### src/rtl/cpu_pkg.sv
// cpu_pkg: shared encodings for the 2DECA5 sequencer and decoder.
// Holds the sequencer state encoding, one-hot Q phase constants,
// the stp opcode and the condition-code field values.
package cpu_pkg;

    typedef enum logic [2:0] {
        ST_FETCH = 3'd0,
        ST_EXEC1 = 3'd1,
        ST_EXEC2 = 3'd2,
        ST_HALT  = 3'd3,
        ST_PAUSE = 3'd4
    } seq_state_e;

    localparam logic [2:0] Q_FETCH = 3'b100;
    localparam logic [2:0] Q_EXEC1 = 3'b001;
    localparam logic [2:0] Q_EXEC2 = 3'b010;
    localparam logic [2:0] Q_IDLE  = 3'b000;

    localparam logic [3:0] OP_STP = 4'b0111;

    localparam logic [1:0] COND_ALWAYS = 2'b00;
    localparam logic [1:0] COND_MI     = 2'b01;
    localparam logic [1:0] COND_EQ     = 2'b10;
    localparam logic [1:0] COND_NEVER  = 2'b11;

endpackage

### src/rtl/cpu_cond_eval.sv
// cpu_cond_eval: combinational condition evaluator.
// Ports:
//   cond  in  2  condition field (always / MI / EQ / never)
//   mi    in  1  negative flag
//   eq    in  1  zero flag
//   pass  out 1  1 when the instruction should take effect
module cpu_cond_eval
    import cpu_pkg::*;
(
    input  logic [1:0] cond,
    input  logic       mi,
    input  logic       eq,
    output logic       pass
);

    // Decode the condition field against the current flags.
    always_comb begin
        pass = 1'b0;
        case (cond)
            COND_ALWAYS: pass = 1'b1;
            COND_MI:     pass = mi;
            COND_EQ:     pass = eq;
            COND_NEVER:  pass = 1'b0;
            default:     pass = 1'b0;
        endcase
    end

endmodule

### src/rtl/cpu_sequencer.sv
// cpu_sequencer: instruction-cycle sequencer for the 2DECA5 CPU.
// Produces the one-hot phase vector Q and the skip flip-flop, and handles
// halt (stp opcode), resume and single-step pausing. All outputs registered.
// Optional feature macro: CPU_SEQ_EXEC2_EN builds the EXEC2 phase; without
// it every instruction retires from EXEC1 and Q[1] is never set.
// Ports:
//   clk, rst_n            clock, async active-low reset
//   C[3:0]                opcode (valid in EXEC1/EXEC2)
//   cond[1:0], MI, EQ     condition field and flags, sampled in FETCH
//   resume                pulse, leaves HALT or PAUSE
//   step_mode             level, pause after each retired instruction
//   step_req              pulse, leaves PAUSE with an ack
//   Q[2:0]                phase: 100 FETCH, 001 EXEC1, 010 EXEC2, 000 HALT/PAUSE
//   skipff                current instruction is condition-failed
//   halted, paused        state flags
//   step_ack              one-cycle ack of an accepted step_req
//   instr_count[CNT_W-1:0] retired-instruction counter (wrapping)
module cpu_sequencer
    import cpu_pkg::*;
#(
    parameter int          CNT_W      = 16,
    parameter logic [15:0] EXEC2_MASK = 16'h0000
) (
    input  logic             clk,
    input  logic             rst_n,
    input  logic [3:0]       C,
    input  logic [1:0]       cond,
    input  logic             MI,
    input  logic             EQ,
    input  logic             resume,
    input  logic             step_mode,
    input  logic             step_req,
    output logic [2:0]       Q,
    output logic             skipff,
    output logic             halted,
    output logic             paused,
    output logic             step_ack,
    output logic [CNT_W-1:0] instr_count
);

`ifdef CPU_SEQ_EXEC2_EN
    localparam logic EXEC2_BUILT = 1'b1;
`else
    localparam logic EXEC2_BUILT = 1'b0;
`endif

    seq_state_e state_r;
    logic       cond_pass_s;
    logic       is_stp_s;
    logic       exec2_sel_s;

    cpu_cond_eval u_cond_eval (
        .cond (cond),
        .mi   (MI),
        .eq   (EQ),
        .pass (cond_pass_s)
    );

    assign is_stp_s = (C == OP_STP);
    // Constant 0 when EXEC2 is not built, so the EXEC2 path folds away.
    assign exec2_sel_s = EXEC2_BUILT & EXEC2_MASK[C];

    // Sequencer FSM with all outputs registered alongside the state.
    always_ff @(posedge clk or negedge rst_n) begin
        if (!rst_n) begin
            state_r     <= ST_FETCH;
            Q           <= Q_FETCH;
            skipff      <= 1'b0;
            halted      <= 1'b0;
            paused      <= 1'b0;
            step_ack    <= 1'b0;
            instr_count <= '0;
        end else begin
            step_ack <= 1'b0;
            case (state_r)
                ST_FETCH: begin
                    state_r <= ST_EXEC1;
                    Q       <= Q_EXEC1;
                    skipff  <= ~cond_pass_s;
                end
                ST_EXEC1: begin
                    if (is_stp_s && !skipff) begin
                        // A live stp counts as retired when it halts.
                        state_r     <= ST_HALT;
                        Q           <= Q_IDLE;
                        halted      <= 1'b1;
                        skipff      <= 1'b0;
                        instr_count <= instr_count + CNT_W'(1);
                    end else if (exec2_sel_s) begin
                        state_r <= ST_EXEC2;
                        Q       <= Q_EXEC2;
                    end else begin
                        skipff      <= 1'b0;
                        instr_count <= instr_count + CNT_W'(1);
                        if (step_mode) begin
                            state_r <= ST_PAUSE;
                            Q       <= Q_IDLE;
                            paused  <= 1'b1;
                        end else begin
                            state_r <= ST_FETCH;
                            Q       <= Q_FETCH;
                        end
                    end
                end
`ifdef CPU_SEQ_EXEC2_EN
                ST_EXEC2: begin
                    skipff      <= 1'b0;
                    instr_count <= instr_count + CNT_W'(1);
                    if (step_mode) begin
                        state_r <= ST_PAUSE;
                        Q       <= Q_IDLE;
                        paused  <= 1'b1;
                    end else begin
                        state_r <= ST_FETCH;
                        Q       <= Q_FETCH;
                    end
                end
`endif
                ST_HALT: begin
                    // step_req and step_mode have no effect while halted.
                    if (resume) begin
                        state_r <= ST_FETCH;
                        Q       <= Q_FETCH;
                        halted  <= 1'b0;
                    end else begin
                        state_r <= ST_HALT;
                    end
                end
                ST_PAUSE: begin
                    // Stays paused even if step_mode drops; only a pulse exits.
                    if (step_req || resume) begin
                        state_r  <= ST_FETCH;
                        Q        <= Q_FETCH;
                        paused   <= 1'b0;
                        step_ack <= step_req;
                    end else begin
                        state_r <= ST_PAUSE;
                    end
                end
                default: begin
                    state_r <= ST_FETCH;
                    Q       <= Q_FETCH;
                    skipff  <= 1'b0;
                    halted  <= 1'b0;
                    paused  <= 1'b0;
                end
            endcase
        end
    end

endmodule

### config.mk
export PLATFORM = sky130hd
export DESIGN_NAME = cpu_sequencer
export DESIGN_NICKNAME = d
export VERILOG_FILES = /design/src/rtl/cpu_pkg.sv /design/src/rtl/cpu_cond_eval.sv /design/src/rtl/cpu_sequencer.sv
export SDC_FILE = /design/constraint.sdc
export NUM_CORES = 1
export LEC_CHECK = 0
export CAP_MARGIN = 30
export CELL_PAD_IN_SITES_DETAIL_PLACEMENT = 1
export CELL_PAD_IN_SITES_GLOBAL_PLACEMENT = 2
export CORE_ASPECT_RATIO = 0.5
export CORE_MARGIN = 3
export CORE_UTILIZATION = 25
export DETAILED_ROUTE_END_ITERATION = 8
export PLACE_DENSITY = 0.74
export SYNTH_ARGS = -nofsm -noshare
export SYNTH_HDL_FRONTEND = slang
export SYNTH_SLANG_ARGS = --single-unit
### constraint.sdc
create_clock -name clk -period 1.8 [get_ports clk]
set_input_delay 0.36 -clock clk [delete_from_list [all_inputs] [get_ports clk]]
set_output_delay 0.36 -clock clk [all_outputs]
set_load 0.005 [all_outputs]
# Word level (Yosys, flattened, before mapping)
# Cells that the tools add are included.
[word_totals]
wordCells = 55
out_inout_bits = 23
register_bits = 26
[classes]
n_eq_ne = 12
reduce_logical = 11
n_addsub = 1
bitwise_logic = 3
n_mux = 21
[ops]
columns = ["cell", "count"]
rows = [
  ["$pmux 3 s4", 2],
  ["$mux 3", 7],
  ["$add 16x1->16 const B", 1],
  ["$ne 2x2->1 const B", 5],
  ["$mux 1", 7],
  ["$pmux 1 s3", 2],
  ["$reduce_or 2->1", 3],
  ["$eq 2x2->1 const B", 2],
  ["$eq 4x3->1 const B", 1],
  ["$pmux 1 s4", 1],
  ["$reduce_and 4->1", 1],
  ["$eq 3x1->1 const B", 1],
  ["$eq 3x2->1 const B", 1],
  ["$eq 3x3->1 const B", 1],
  ["$logic_not 3->1", 1],
  ["$not 1->1", 3],
  ["$reduce_and 3->1", 1],
  ["$eq 2x1->1 const B", 1],
  ["$logic_not 2->1", 1],
  ["$mux 2", 1],
  ["$pmux 1 s2", 1],
  ["$reduce_and 2->1", 1],
  ["$logic_and 1x1->1", 1],
  ["$logic_not 1->1", 1],
  ["$logic_or 1x1->1", 1],
]

# Logic depth before layout (Yosys ltp)
# Gate-level depths: netlist of run 1.
[depth]
word_depth = 4
mapped_depth = 5
ltp_nobuf = 5

# Cells and area by module
# Synthesis of run 1 repeated with hierarchy kept, for this count alone.
[hier_totals]
hier_cells = 112
hier_area_um2 = 1213.7
[modules_own_cells]
columns = ["mod", "seq_area_each_um2", "cells_each", "n_inst", "area_per_inst_um2"]
rows = [
  ["cpu_sequencer", 626.9, 109, 1, 1189.9],
  ["cpu_cond_eval", 0.0, 3, 1, 23.8],
]

# Least setup slack after synthesis of run 1
# OpenSTA, ideal clock, no wires.
[synth_path]
path_type = "reg-to-reg"
start = "register state_r[1]"
end = "register instr_count[10]"
path_stages_with_launch = 4
slack_ps = 378
setup_ps = 124
arrival_ps = 1298
path_cell_list = "dfrtp_1 nand4bb_2 or4_4 xnor2_2"
[synth_via]
elab_chain_len = 1
[synth_rtl]
columns = ["element", "line_no", "source"]
rows = [
  ["start, declared", "cpu_sequencer.sv:47", "seq_state_e state_r;"],
  ["start signal, assigned", "cpu_sequencer.sv:66", "state_r <= ST_FETCH;"],
  ["start signal, assigned", "cpu_sequencer.sv:77", "state_r <= ST_EXEC1;"],
  ["start signal, assigned", "cpu_sequencer.sv:84", "state_r <= ST_HALT;"],
  ["$eq 3x1->1", "cpu_sequencer.sv:75", "case (state_r)"],
  ["end signal, assigned", "cpu_sequencer.sv:88", "instr_count <= instr_count + CNT_W'(1);"],
  ["end signal, assigned", "cpu_sequencer.sv:94", "instr_count <= instr_count + CNT_W'(1);"],
  ["end, declared", "cpu_sequencer.sv:38", "output logic [CNT_W-1:0] instr_count"],
]
# No other way between the ends.
# A chain may end at the register's enable or synchronous reset.

# Worst setup path in the final report of run 1
[layout_path]
start = "register instr_count[5]"
end = "output port instr_count[5]"
# No word-level cell between the ends.

==> impl_metrics.csv, run 1 <==
group,metric,value,unit
floorplan,rows,17,
power,intPower,1.32,mW
power,clock_power_share,17.6,%
yosys,syn-num-nets,129,
power,swShare,34.6,%
floorplan,initial_utilization,26.9,%
sta,final.min_clock_period,1.67,ns
cells_and_area,layout_common_cells,"clkdlybuf4s50_1, dfrtp_1, nor2_1, xnor2_1, nand2_1",
yosys,yosys_register_bits,25,
clock_network,cts_tree,"built",
yosys,async_flop_share,100,%
worst_setup_path,critical_path.max_fanout,6,
run_status,status,"complete, no violations",
power,p_sw,0.701,mW
sta,max_freq,597,MHz
global_route,grt_max_degree,26,
cells_and_area,mostFrequentLayoutCell,"clkdlybuf4s50_1",
floorplan,die_w,105,um
sta,final.period_utilization,93.0,%
sta,fin_worst_skew,0.00728,ns
yosys,syn_avg_cell_area,10.7,sq um
clock_network,clock_latency,0.28,ns
global_route,antenna_found_initial,0,
yosys,ys.flop_type,"dfrtp_1",
sta,finalHoldViolCount,0,
cells_and_area,num_antenna_cells,0,
clock_network,holdBufCountCts,0,
clock_network,cts_max_path_buffers,2,
global_route,overflow,0,
worst_setup_path,path_cells,"clkdlybuf4s50_1",
clock_network,clk_pin_slew,0.10,ns
yosys,synth-edff-count,0,
yosys,synth_cell_types,37,
sta,slew_viol_final,0,
yosys,syn_inst,115,
routing,detail_route.vias_per_cell,4.48,
routing,dr.pass1.iters,4,
place,numPortBuffers,34,
floorplan,core,4550,sq um
power,ir_drop,0.000420,V
cells_and_area,area_growth,39.7,%
clock_network,cts_sinks,25,
clock_network,cts_root_buf,"clkbuf_8",
power,p_leak,0.728,nW
worst_setup_path,cp_num_buf_inv,1,
worst_setup_path,critical_path_required,1.44,ns
floorplan,die-area,5830,sq um
worst_setup_path,path_class,"reg2out",
clock_network,postCtsSetupRepairBufs,0,
run,cap_violations,0,
yosys,yosys_warnings,0,
sta,setup_viol,0,
floorplan,io_pins,36,
routing,drt_iter0_drc,12,
routing,route.detailed.drc,0,
global_route,grt_pass1_wl,5000,um
routing,antenna_left,0,
power,p_per_area,1180,nW/um^2
clock_network,htree_num_levels,1,
worst_setup_path,max_stage_delay,0.55,ns
place,dp.cells,216,
floorplan,fp.dieH,55.5,um
worst_setup_path,crit_family,"buffers and inverters",
worst_setup_path,endpoint_kind,"output pin",
yosys,synth_area,1230,sq um
yosys,yosysSeqAreaShare,51.1,%
place,hpwl,2170,um
worst_setup_path,cp.arrival,1.31,ns
place,gp_congestion,0.734,
sta,tns,0,ns
cells_and_area,stdcell_count,220,
worst_setup_path,slowest_stage,"clkdlybuf4s50_1",
worst_setup_path,startpoint_type,"flop",
power,seq_power_share,43.0,%
routing,vias,986,
sta,rsz0062_at_grt,"false",
clock_network,cts_buffers,3,
global_route,grt_pass1_vias,1080,
min_path,hold_path.class,"in2async",
worst_setup_path,reg2reg_slack,0.30,ns
cells_and_area,drive_gt1_share,11.7,%
power,p_comb_share,39.4,%
cells_and_area,fin_nets,169,
global_route,grt_util_all_layers,10.5,%
clock_network,ctsResizeCount,0,
routing,routed_wl,2850,um
routing,routedWlPerCell,13.0,um
==> synthesized netlist by cell type, types with 2 or more instances <==
library cell	instances	share of area (%)
dfrtp_1	24	49
o21ai_0	4	1.6
nand2b_1	4	2.0
and3_1	3	1.5
nor2b_1	2	1.0
inv_1	6	1.8
nor2_1	9	2.8
xnor2_1	9	6.4
nand2_1	8	2.4
clkbuf_1	2	0.61
nand4_1	2	1.0
nand3_1	6	2.4
a31oi_1	3	1.5
buf_4	2	1.2
xor2_1	5	3.6
a21oi_1	5	2.0
==> sequential cells by signal, summed over array words and instances (netlist names) <==
name and count:
paused 1, step_ack 1, Q 2, state_r 3, halted 1, skipff 1
instr_count 16
==> layout make-up <==
| type | instances | area (sq um) |
|---|---|---|
| flip-flops and latches | 25 | 627 |
| fillers | 544 | 2840 |
| multi-input cells | 80 | 554 |
| clock buffers | 3 | 41.3 |
| repair buffers | 39 | 378 |
| well taps | 66 | 82.6 |
| clock inverters | 1 | 7.51 |
| inverters | 6 | 22.5 |
==> cell families after synthesis <==
group | Yosys count | share of synthesized area, %
AO/OA/AOI/OAI | 17 | 8.57
buffers and inverters | 10 | 3.67
multiplexers | 1 | 0.918
other | 1 | 0.306
AND/OR/NAND/NOR | 45 | 23.1
XOR/XNOR | 15 | 11.3
adder cells (fa/ha/maj) | 1 | 1.02
flip-flops | 25 | 51.1
==> layer usage <==
metal | global-route usage (%) | share of wire (%) | wire length, um
met5 | 0 | 0 | 0
met4 | 3.36 | 0.67 | 19
met3 | 2.80 | 4.1 | 118
met2 | 18.5 | 48 | 1370
met1 | 12.5 | 47 | 1350
==> stage by stage <==
stage	util, %	setup slack (ns)	hold WS [ns]	cell area, sq um	total power [mW]
6_report	37.6	0.126	0.445	1710	2.02
5_1_grt	37.6	0.0633	0.483	1710	2.18
4_1_cts	37.6	0.0889	0.455	1710	2.06
3_5_place_dp	36.6	0.0679	0.475	1660	1.70
3_3_place_gp	36.6	0.161	0.460	1660	1.67
2_1_floorplan	-	0.378	0.0644	1230	1.27
==> final timing paths <==
path                            startpoint               to  cells past startpoint
min in group clk           instr_count[15]  instr_count[15]                      1
max in group asynchronous            rst_n             Q[2]                      2
max reg2reg                     state_r[2]  instr_count[10]                      3
min reg2reg                instr_count[15]  instr_count[15]                      1
min                                  rst_n         step_ack                      2
max                         instr_count[5]   instr_count[5]                      1
==> power groups by stage <==
stage,Sequential (mW),Clock [mW],Combinational [mW]
2_1_floorplan,0.865,0,0.401
3_3_place_gp,0.881,0,0.791
3_5_place_dp,0.886,0,0.813
4_1_cts,0.875,0.371,0.818
5_1_grt,0.895,0.395,0.890
6_report,0.870,0.356,0.798
No activity file was read; power rests on OpenSTA's default activity.
==> run 2: changes to the inputs <==
--- a/config.mk
+++ b/config.mk
@@ -9,7 +9,6 @@
 export CELL_PAD_IN_SITES_DETAIL_PLACEMENT = 1
 export CELL_PAD_IN_SITES_GLOBAL_PLACEMENT = 2
 export CORE_ASPECT_RATIO = 0.5
-export CORE_MARGIN = 3
 export CORE_UTILIZATION = 25
 export DETAILED_ROUTE_END_ITERATION = 8
 export PLACE_DENSITY = 0.74
==> run 2 against run 1 <==
Against the previous run: fmax grew 0.52%; die area down 11%; via count down 0.10%; final cell count unchanged; global-route usage up 1.7 points; largest power group unchanged; highest routed layer unchanged; critical endpoint is now Q[2].
==> impl_metrics.csv, run 2 (same netlist as run 1, synthesis figures left out) <==
group,metric,value,unit
worst_setup_path,endpoint_kind,"output pin",
sta,final.min_clock_period,1.67,ns
sta,finalWorstSetupSlack,0.134,ns
worst_setup_path,startpoint_type,"flop",
routing,drt_iter0_drc,21,
worst_setup_path,slowest_stage,"dfstp_2",
clock_network,clock_latency,0.27,ns
power,p_leak,0.732,nW
clock_network,holdBufCountCts,0,
worst_setup_path,max_stage_delay,0.54,ns
floorplan,rows,17,
place,gp_congestion,0.746,
routing,routed_wl,2720,um
cells_and_area,ff_latch_area,627,sq um
sta,tns,0,ns
floorplan,core,4550,sq um
cells_and_area,nFillCells,527,
routing,dr.pass1.iters,4,
place,pre_cts_slack,0.102,ns
power,ir_drop,0.000407,V
floorplan,fp.dieH,51.5,um
run_status,status,"complete, no violations",
floorplan,die_w,101,um
floorplan,die-area,5210,sq um
min_path,hold_path.class,"in2async",
clock_network,postCtsSetupRepairBufs,0,
clock_network,cts_buffers,3,
place,hpwl,2050,um
routing,detail_route.vias_per_cell,4.48,
clock_network,htree_num_levels,1,
routing,route.detailed.drc,0,
clock_network,ctsResizeCount,0,
sta,rsz0062_at_grt,"false",
worst_setup_path,crit_family,"flip-flops",
global_route,overflow,0,
routing,antenna_left,0,
sta,final.period_utilization,92.5,%
place,numPortBuffers,34,
cells_and_area,multi_input_area,554,sq um
cells_and_area,area_growth,39.5,%
run,cap_violations,0,
floorplan,io_pins,36,
cells_and_area,drive_gt1_share,11.7,%
cells_and_area,reg_top3,"instr_count x16, state_r x3, Q x2",
worst_setup_path,cp_num_buf_inv,1,
sta,slew_viol_final,0,
routing,routedWlPerCell,12.4,um
worst_setup_path,path_cells,"clkdlybuf4s50_1",
clock_network,clk_pin_slew,0.09,ns
clock_network,cts_tree,"built",
sta,max_freq,600,MHz
clock_network,cts_root_buf,"clkbuf_8",
sta,fin_worst_skew,0.00405,ns
cells_and_area,num_antenna_cells,0,
power,p_per_area,1170,nW/um^2
cells_and_area,largest_reg_flops,16,
global_route,antenna_found_initial,0,
cells_and_area,fin_nets,169,
worst_setup_path,critical_path_required,1.44,ns
cells_and_area,layout_common_cells,"clkdlybuf4s50_1, dfrtp_1, nor2_1, xnor2_1, nand2_1",
clock_network,cts_max_path_buffers,2,
cells_and_area,regMostFlops,"instr_count",
global_route,grt_pass1_wl,4860,um
routing,vias,985,
clock_network,cts_sinks,25,
global_route,grt_max_degree,26,
sta,finalHoldViolCount,0,
worst_setup_path,cp.arrival,1.31,ns
sta,setup_viol,0,
worst_setup_path,path_class,"reg2out",
cells_and_area,mostFrequentLayoutCell,"clkdlybuf4s50_1",
global_route,grt_util_all_layers,12.2,%
worst_setup_path,critical_path.max_fanout,2,
floorplan,initial_utilization,26.9,%
global_route,grt_pass1_vias,1030,
==> run 2: changes by cell type in the layout (fill, tap and decap cells not counted) <==
cell,previous run,this run
clkinv_2,0,1
clkinvlp_4,1,0
==> run 2: metal layers <==
| layer | share of wire [%] | GRT usage, % |
|---|---|---|
| met1 | 49 | 16.1 |
| met2 | 47 | 19.7 |
| met3 | 3.5 | 3.23 |
| met4 | 1.1 | 3.38 |
| met5 | 0 | 0 |
==> run 2: final cells by class <==
| cell class | instances | share of cell area (%) |
|---|---|---|
| clock buffer | 3 | 2.41 |
| timing repair buffer | 39 | 22.1 |
| sequential | 25 | 36.6 |
| multi-input combinational | 80 | 32.4 |
| clock inverter | 1 | 0.293 |
| tap | 66 | 4.83 |
| inverter | 6 | 1.32 |
==> run 2: worst reg2reg max path, delay by kind of cell (launching register included) <==
family / cells / cell delay [ns]
XOR/XNOR: 1 / 0.16
AND/OR/NAND/NOR: 3 / 0.70
buffers and inverters: 1 / 0.17
flip-flops: 1 / 0.38
==> run 2: path summary, 6_finish.rpt <==
check	slack, ns	start	depth (start not counted)	end
max	0.13	Q[2]	1	Q[2]
min	0.45	rst_n	2	halted
max reg2reg	0.32	state_r[2]	5	instr_count[3]
min reg2reg	0.48	instr_count[15]	1	instr_count[15]
max in group asynchronous	1.06	rst_n	2	Q[2]
min in group clk	0.48	instr_count[15]	1	instr_count[15]
==> run 2: power breakdown <==
group / switching, mW / leakage [nW] / total [mW] / internal [mW]
logic: 0.350 / 0.384 / 0.798 / 0.448
clock network: 0.187 / 0.0255 / 0.342 / 0.155
registers: 0.150 / 0.322 / 0.867 / 0.717
total: 0.687 / 0.732 / 2.01 / 1.32
==> run 2: metrics by stage <==
stage               hold slack (ns)  instance area [sq um]  power (mW)  utilization, %  std cells
floorplan                    0.0644                   1230        1.27               -        115
finish                        0.446                   1710        2.01            37.6        220
CTS                           0.456                   1710        2.05            37.6        220
global route                  0.480                   1710        2.17            37.6        220
global placement              0.460                   1660        1.67            36.6        216
detailed placement            0.472                   1660        1.69            36.6        216
==> run 3: changes to the inputs <==
--- a/config.mk
+++ b/config.mk
@@ -11,7 +11,7 @@
 export CORE_ASPECT_RATIO = 0.5
 export CORE_UTILIZATION = 25
 export DETAILED_ROUTE_END_ITERATION = 8
-export PLACE_DENSITY = 0.74
+export PLACE_DENSITY = 0.77
 export SYNTH_ARGS = -nofsm -noshare
 export SYNTH_HDL_FRONTEND = slang
 export SYNTH_SLANG_ARGS = --single-unit
==> constraint.sdc (replaced) <==
create_clock -name clk -period 1.51 [get_ports clk]
set_input_delay 0.302 -clock clk [delete_from_list [all_inputs] [get_ports clk]]
set_output_delay 0.302 -clock clk [all_outputs]
set_load 0.005 [all_outputs]
==> run 3 against run 2 <==
Against the previous run: largest cell class is now buffers; routed wire length rose by 21%; flip-flop and latch count did not move; clock power rose by 18%; combinational power rose by 67%; core utilization rose by 6.2 points; via count rose by 11%; setup slack got worse by 0.094 ns; largest power group is now combinational logic.
==> impl_metrics.csv, run 3 (same netlist as run 1, synthesis figures left out) <==
group,metric,value,unit
floorplan,fp.dieH,51.5,um
min_path,hold_path.class,"in2async",
clock_network,cts_buffers,3,
routing,routedWlPerCell,13.0,um
cells_and_area,drive_gt1_share,29.6,%
cells_and_area,nFillCells,537,
place,gp_congestion,0.701,
run_status,status,"complete, no violations",
clock_network,htree_num_levels,1,
floorplan,rows,17,
worst_setup_path,reg2reg_to,"instr_count[15]",
sta,finalHoldViolCount,0,
sta,fin_worst_skew,0.00582,ns
routing,routed_wl,3280,um
global_route,overflow,0,
worst_setup_path,cp.arrival,1.17,ns
cells_and_area,regMostFlops,"instr_count",
sta,setup_viol,0,
clock_network,cts_root_buf,"clkbuf_8",
routing,route.detailed.drc,0,
floorplan,initial_utilization,26.9,%
cells_and_area,fin_nets,201,
cells_and_area,layout_common_cells,"buf_4, clkdlybuf4s50_1, dfrtp_1",
clock_network,cts_tree,"built",
worst_setup_path,path_cells,"clkdlybuf4s50_1",
worst_setup_path,reg2reg_slack,0.06,ns
sta,rsz0062_at_grt,"true",
worst_setup_path,crit_family,"buffers and inverters",
routing,detail_route.vias_per_cell,4.35,
power,p_per_area,1360,nW/um^2
floorplan,io_pins,36,
cells_and_area,ff_latch_area,629,sq um
routing,drt_iter0_drc,22,
run,cap_violations,0,
cells_and_area,multi_input_area,581,sq um
cells_and_area,area_growth,62.4,%
routing,vias,1097,
global_route,grt_pass1_vias,1149,
worst_setup_path,startpoint_type,"flop",
worst_setup_path,max_stage_delay,0.51,ns
floorplan,core,4550,sq um
sta,whs,0.403,ns
worst_setup_path,path_class,"reg2out",
clock_network,cts_max_path_buffers,2,
floorplan,die_w,101,um
floorplan,die-area,5210,sq um
worst_setup_path,slowest_stage,"clkdlybuf4s50_1",
place,dp.cells,225,
worst_setup_path,r2r-start,"instr_count[7]",
sta,max_freq,680,MHz
clock_network,clk_pin_slew,0.09,ns
clock_network,cts_sinks,25,
global_route,grt_util_all_layers,13.6,%
global_route,grt_pass1_wl,5460,um
sta,final.period_utilization,97.4,%
place,numPortBuffers,34,
cells_and_area,num_antenna_cells,0,
routing,antenna_left,0,
power,p_leak,0.966,nW
worst_setup_path,cp_num_buf_inv,1,
sta,slew_viol_final,0,
power,ir_drop,0.000454,V
worst_setup_path,endpoint_kind,"output pin",
routing,dr.pass1.iters,4,
global_route,antenna_found_initial,0,
cells_and_area,mostFrequentLayoutCell,"buf_4",
cells_and_area,stdcell_count,252,
global_route,grt_max_degree,26,
worst_setup_path,reg2regPathDepth,5,
clock_network,clock_latency,0.27,ns
cells_and_area,reg_top3,"instr_count x16, state_r x3, Q x2",
sta,final.min_clock_period,1.47,ns
place,hpwl,2210,um
worst_setup_path,critical_path.max_fanout,3,
cells_and_area,largest_reg_flops,16,
worst_setup_path,critical_path_required,1.21,ns
run 3: cell types whose count changed in the layout (fill, tap and decap cells not counted), moves of 2 or more:
cell	delta
dfrtp_2	+2
dfrtp_1	-2
clkdlybuf4s50_1	-10
buf_6	+3
dlymetal6s2s_1	+4
buf_4	+29
dlygate4sd2_1	+6
run 3: power breakdown:
group          switching, mW  leakage (nW)  total (mW)  internal (mW)
logic                  0.572         0.624        1.33          0.754
clock network          0.215        0.0228       0.404          0.189
registers              0.130         0.319       0.987          0.857
run 3: repair_timing:
item | 4_1_cts | 5_1_grt
buffers inserted | 16 | 8
pin swaps | 0 | 5
resized for setup | 8 | 12
hold buffers | 0 | 0
setup endpoints to repair | 13 | 14
run 3: layout make-up:
class                   count  area share, %
flip-flops and latches     25           31.6
multi-input cells          80           29.1
inverters                   6           1.13
clock buffers               4           2.26
repair buffers             71           31.7
well taps                  66           4.15
run 3: layer usage:
| metal | global-route usage (%) | up-vias | part of all wire (%) |
|---|---|---|---|
| li1 | - | 533 | - |
| met2 | 23.8 | 15 | 51 |
| met3 | 3.36 | 0 | 3.1 |
| met1 | 17.8 | 549 | 46 |
| met5 | 0 | - | 0 |
| met4 | 1.45 | 0 | 0 |
run 3: worst max path at each step:
stage | start | endpoint | slack, ns | cells after the start
2_1_floorplan | state_r[1] | instr_count[10] | 0.09 | 3
5_1_grt | instr_count[3] | instr_count[15] | -0.04 | 5
3_5_place_dp | C[3] | paused | -0.06 | 6
4_1_cts | instr_count[6] | instr_count[15] | 0.001 | 5
3_3_place_gp | C[3] | state_r[0] | -0.04 | 5
6_report | instr_count[7] | instr_count[7] | 0.04 | 1
run 3: per-stage QoR:
step	setup slack, ns	area (sq um)	TNS [ns]	total power [mW]	util, %
global route	-0.0442	1990	-0.0636	2.91	43.8
floorplan	0.0875	1230	0	1.51	-
finish	0.0400	1990	0	2.72	43.8
detailed placement	-0.0600	1730	-0.263	2.15	38.0
CTS	0.00124	1890	0	2.65	41.6
global placement	-0.0386	1730	-0.162	2.11	38.0
